[config.mk]
export PLATFORM = sky130hd
export DESIGN_NAME = vedic_mul_arbiter
export DESIGN_NICKNAME = d
export VERILOG_FILES = /design/src/rtl/vedic_mul_arbiter.sv
export SDC_FILE = /design/constraint.sdc
export NUM_CORES = 1
export LEC_CHECK = 0
export CORE_ASPECT_RATIO = 1.1
export CORE_MARGIN = 1
export CORE_UTILIZATION = 59
export CTS_CLUSTER_SIZE = 12
export DETAILED_ROUTE_END_ITERATION = 10
export PLACE_DENSITY = 0.95
export SLEW_MARGIN = 0
export SYNTH_ARGS = -nofsm -noshare
export SYNTH_HDL_FRONTEND = slang
export SYNTH_SLANG_ARGS = --single-unit
[constraint.sdc]
create_clock -name clk -period 8.9 [get_ports clk]
set_input_delay 0.89 -clock clk [delete_from_list [all_inputs] [get_ports clk]]
set_output_delay 0.89 -clock clk [all_outputs]
set_load 0.005 [all_outputs]
[src/rtl/vedic_mul_arbiter.sv]
// Round-robin arbiter sharing one signed 9x9 Vedic multiplier among NREQ requesters.
// Latency: request handshake at cycle T -> rsp_valid from T+2; one product per 3 cycles.
// Backpressure: rsp_ready low holds rsp_* and the FSM in RESP; req_ready stays 0 until IDLE.
module vedic_mul_arbiter #(
   parameter int NREQ = 4,
   parameter int IDW  = $clog2(NREQ)
) (
   input  logic              clk,
   input  logic              rst,
   input  logic [NREQ-1:0]   req_valid,
   output logic [NREQ-1:0]   req_ready,
   input  logic [9*NREQ-1:0] req_a,
   input  logic [9*NREQ-1:0] req_b,
   output logic              rsp_valid,
   input  logic              rsp_ready,
   output logic [IDW-1:0]    rsp_id,
   output logic [16:0]       rsp_p,
   output logic              rsp_err,
   output logic              busy
);

   typedef enum logic [1:0] {IDLE, CALC, RESP} state_t;

   state_t          state, state_n;
   logic [IDW-1:0]  rr_ptr;
   logic [IDW-1:0]  rr_next;
   logic [IDW:0]    rr_idx;
   logic [NREQ-1:0] grant;
   logic [IDW-1:0]  win;
   logic            found;
   logic [8:0]      sel_a, sel_b;
   logic [8:0]      op_a, op_b;
   logic [IDW-1:0]  op_id;
   logic [7:0]      mag_a, mag_b;
   logic [15:0]     mag_p;
   logic            neg_sign;
   logic [16:0]     core_p;
   logic [16:0]     res_p;
   logic            res_err;

   // 2x2 Urdhva-Tiryagbhyam cell: vertical and crosswise partial products.
   function automatic logic [3:0] vedic_2x2(input logic [1:0] a, input logic [1:0] b);
      logic       c;
      logic [3:0] p;
      c    = (a[1] & b[0]) & (a[0] & b[1]);
      p[0] = a[0] & b[0];
      p[1] = (a[1] & b[0]) ^ (a[0] & b[1]);
      p[2] = (a[1] & b[1]) ^ c;
      p[3] = (a[1] & b[1]) & c;
      return p;
   endfunction

   function automatic logic [7:0] vedic_4x4(input logic [3:0] a, input logic [3:0] b);
      logic [3:0] ll, lh, hl, hh;
      ll = vedic_2x2(a[1:0], b[1:0]);
      lh = vedic_2x2(a[1:0], b[3:2]);
      hl = vedic_2x2(a[3:2], b[1:0]);
      hh = vedic_2x2(a[3:2], b[3:2]);
      return {4'b0000, ll} + {2'b00, lh, 2'b00} + {2'b00, hl, 2'b00} + {hh, 4'b0000};
   endfunction

   function automatic logic [15:0] vedic_8x8(input logic [7:0] a, input logic [7:0] b);
      logic [7:0] ll, lh, hl, hh;
      ll = vedic_4x4(a[3:0], b[3:0]);
      lh = vedic_4x4(a[3:0], b[7:4]);
      hl = vedic_4x4(a[7:4], b[3:0]);
      hh = vedic_4x4(a[7:4], b[7:4]);
      return {8'h00, ll} + {4'h0, lh, 4'h0} + {4'h0, hl, 4'h0} + {hh, 8'h00};
   endfunction

   // Round-robin search starting at rr_ptr, wrapping NREQ-1 -> 0; first valid wins.
   always_comb begin
      grant  = '0;
      win    = '0;
      found  = 1'b0;
      rr_idx = '0;
      for (int i = 0; i < NREQ; i++) begin
         rr_idx = {1'b0, rr_ptr} + (IDW+1)'(i);
         if (rr_idx >= (IDW+1)'(NREQ)) begin
            rr_idx = rr_idx - (IDW+1)'(NREQ);
         end
         if (!found && req_valid[rr_idx[IDW-1:0]]) begin
            found                     = 1'b1;
            win                       = rr_idx[IDW-1:0];
            grant[rr_idx[IDW-1:0]]    = 1'b1;
         end
      end
   end

   assign rr_next = (win == IDW'(NREQ-1)) ? '0 : win + IDW'(1);

   // Operand mux driven by the one-hot grant so no variable part-select is needed.
   always_comb begin
      sel_a = '0;
      sel_b = '0;
      for (int i = 0; i < NREQ; i++) begin
         if (grant[i]) begin
            sel_a = req_a[9*i +: 9];
            sel_b = req_b[9*i +: 9];
         end
      end
   end

   // Sign-magnitude core plus the zero / -256 result patches.
   always_comb begin
      mag_a    = op_a[8] ? (8'd0 - op_a[7:0]) : op_a[7:0];
      mag_b    = op_b[8] ? (8'd0 - op_b[7:0]) : op_b[7:0];
      mag_p    = vedic_8x8(mag_a, mag_b);
      neg_sign = op_a[8] ^ op_b[8];
      // Negating a zero magnitude leaves the sign bit set (17'h10000); patched below.
      core_p   = neg_sign ? {1'b1, (~mag_p) + 16'd1} : {1'b0, mag_p};
      res_err  = 1'b0;
      res_p    = core_p;
      if (op_a == 9'h100 || op_b == 9'h100) begin
         res_err = 1'b1;
         res_p   = '0;
      end else if (op_a == 9'h000 || op_b == 9'h000) begin
         res_p   = '0;
      end
   end

   // FSM state register.
   always_ff @(posedge clk or posedge rst) begin
      if (rst) begin
         state <= IDLE;
      end else begin
         state <= state_n;
      end
   end

   // FSM next state and request-side outputs; req_ready never looks at rsp_ready.
   always_comb begin
      state_n   = state;
      req_ready = '0;
      busy      = 1'b1;
      unique case (state)
         IDLE: begin
            busy      = 1'b0;
            req_ready = grant;
            if (found) begin
               state_n = CALC;
            end
         end
         CALC: begin
            state_n = RESP;
         end
         RESP: begin
            if (rsp_valid && rsp_ready) begin
               state_n = IDLE;
            end
         end
         default: begin
            state_n = IDLE;
         end
      endcase
   end

   // Operand capture on grant, result register in CALC, release on response handshake.
   always_ff @(posedge clk or posedge rst) begin
      if (rst) begin
         op_a      <= '0;
         op_b      <= '0;
         op_id     <= '0;
         rr_ptr    <= '0;
         rsp_valid <= 1'b0;
         rsp_id    <= '0;
         rsp_p     <= '0;
         rsp_err   <= 1'b0;
      end else begin
         if (state == IDLE && found) begin
            op_a   <= sel_a;
            op_b   <= sel_b;
            op_id  <= win;
            rr_ptr <= rr_next;
         end
         if (state == CALC) begin
            rsp_p     <= res_p;
            rsp_err   <= res_err;
            rsp_id    <= op_id;
            rsp_valid <= 1'b1;
         end
         if (state == RESP && rsp_valid && rsp_ready) begin
            rsp_valid <= 1'b0;
         end
      end
   end

endmodule
==> reports/results.txt <==
Most common cell in the netlist: inv_1
Htree depth: 2
Post-DR wirelength/cell: 16.6 um
Post-synth EDFFs: 0
# Max-Cap Violations: 0
Num CTS Buffers: 5
Post_cts resized: 0
Layout cells sized above 1: 5.22%
WP data arrival: 6.95 ns
Synth area leaders: dfrtp_1 20%, ha_1 14%, fa_1 10%
Nets: 918
Max FO, Critical Path: 8
Post-synth top area share: 19.9%
Via/cell ratio: 5.95
Vias: 5139
Fmax: 147 MHz
Multi-input gate area: 0.00406 sq mm
I/O Pins: 105
Syn avg cell area: 8.58 sq um
Die area: 0.0100 sq mm
Max Root-Sink Buffers: 2
Grt ovf: 0
Number of global-route vias before repair: 5266
Clk sinks: 45
Largest net degree at the start of global routing: 46
RSZ-0062 raised after global routing: false
Fin crit period: 6.78 ns
HP Class: flip-flop to flip-flop
Ys flop type: dfrtp_1
Library cells used by synthesis: 57
Reg area: 0.00113 sq mm
Setup TNS Final: 0 ns
ANT cells: 0
Iter 0 DRT Violations: 317
Total Wirelength: 14400 um
Fraction of registers with async set/reset: 100%
Total setup buffers inserted after CTS: 0
Buffers on Ports: 104
Initial antenna violation count: 0
RePlAce Congestion: 1.00
Reg clk slew, reported paths: 0.10 ns
Final Skew: 0.0133 ns
Class of the most critical setup path: flip-flop to flip-flop
Die Ht: 105 um
Post-DP HPWL: 11600 um
Yosys warnings: 0
Area leader, netlist: dfrtp_1
Worst slew pin tran: 1.01 ns
Initial Utilization: 60.6%
Synthesized area: 0.00567 sq mm
Synth Register Bits: 45
Relative slew slack: 32.7%
Antenna viol nets, final: 0
Clk Latency, worst-skew pair: 0.31 ns
Residual DRC count: 0
Most frequent cells after synthesis: 86 x inv_1, 71 x nor2_1, 64 x ha_1, 47 x nand2_1, 45 x dfrtp_1
Final setup viols: 0
Gr usage total: 30.8%
Crit share post-route: 76.2%
Setup crit start kind: flip-flop
Slew Viols, Final: 0
Drt first pass iters: 5
CTS hold repair buffers: 0
Post-synthesis sequential area ratio: 19.9%
Final hold viol count: 0
Syn Nets: 832
Die Width: 95.4 um
Area Growth Syn to Fin: 20.6%
Synth Instances: 660
Worst path required time: 9.07 ns
Rows: 37
Status: completed
Root Buffer: clkbuf_8
Core footprint: 0.00935 sq mm
Crit. End Element: flip-flop
CTS tree: done
FILL cells: 676
First-pass GRT wire length: 24400 um
## state kept, by name, summed over array words and instances, names as in the netlist, named ones only
register and flops:
rr_ptr 1, op_id 2, op_b 9, op_a 9, rsp_p 17, state 2
rsp_err 1, rsp_valid 1, rsp_id 2
## cells in the final DEF (no fill, tap or decap), types with 5 or more instances in the layout
cell type        synthesis  layout
nor2_1                  71      70
xor2_1                  30      30
nor3_1                   6       6
clkdlybuf4s50_1          0     104
a221oi_2                11      11
fa_1                    29      29
nor3b_1                  6       6
o31ai_1                  6       6
inv_1                   86      85
mux2i_1                 22      22
o22ai_1                 18      18
o21ai_1                 22      22
o21ai_0                 29      29
clkbuf_8                 0       5
a21o_1                  10      10
xnor2_1                 25      25
a221oi_1                10      10
dfrtp_1                 45      45
ha_1                    64      64
nand2b_1                 8       8
a21oi_1                 29      29
nand2_1                 47      47
## worst paths after layout
path                       startpoint        end  slack (ns)  cells after the start
max                           op_b[0]  rsp_p[15]        2.12                     24
min                          rsp_p[5]   rsp_p[5]        0.50                      2
max reg2reg                   op_b[0]  rsp_p[15]        2.12                     24
min reg2reg                  rsp_p[5]   rsp_p[5]        0.50                      2
max in group asynchronous         rst    op_b[5]        7.51                      3
min in group asynchronous         rst  rsp_valid        1.00                      3
## metal layers
layer | track usage, % | up-vias | wire length [um]
li1 | - | 2438 | -
met1 | 37.8 | 2407 | 5770
met2 | 52.7 | 245 | 7100
met3 | 4.59 | 49 | 1010
met4 | 13.3 | 0 | 493
met5 | 0 | - | 0
## metrics by stage
stage                     cells  worst slack (ns)  hold slack, ns  util, %  area, sq um
final                       864              2.12           0.501     73.1         6840
after global routing        864              1.84           0.518     73.1         6840
after CTS                   864              2.22           0.501     73.1         6840
after detailed placement    856              2.32           0.487     71.8         6720
after global placement      856              2.56           0.462     71.8         6720
after floorplan             660              2.99           0.445        -         5670
## cell type report
cell class / instances / share of cell area (%)
clock buffer: 5 / 1.01
clock inverter: 3 / 0.714
inverter: 87 / 4.78
multi-input combinational: 500 / 59.3
sequential: 45 / 16.5
tap: 117 / 2.14
timing repair buffer: 107 / 15.6
## critical path, stage by stage (launching register included)
cell and delay, ns:
dfrtp_1 0.56, inv_1 0.23, ha_1 0.33, mux2i_1 0.62, nor2_1 0.13, ha_1 0.22
ha_1 0.27, inv_1 0.05, fa_1 0.51, inv_1 0.08, fa_1 0.47, xnor2_1 0.26
fa_1 0.43, inv_1 0.07, ha_1 0.19, inv_1 0.07, fa_1 0.39, nand2b_1 0.21
a21o_1 0.21, a311oi_1 0.50, o31a_1 0.24, nor2b_1 0.18, a31oi_1 0.12, xnor2_1 0.21
o21ai_1 0.08
## cell families after synthesis
kind of cell,after synthesis,share of synthesized area (%)
AND/OR/NAND/NOR,163,12.9
XOR/XNOR,55,8.50
flip-flops,45,19.9
adder cells (fa/ha/maj),93,24.4
buffers and inverters,115,8.59
AO/OA/AOI/OAI,159,19.4
multiplexers,30,6.27
Power is not shown: default switching activity piles up to over one toggle a cycle in this logic, so the estimate is an artifact.
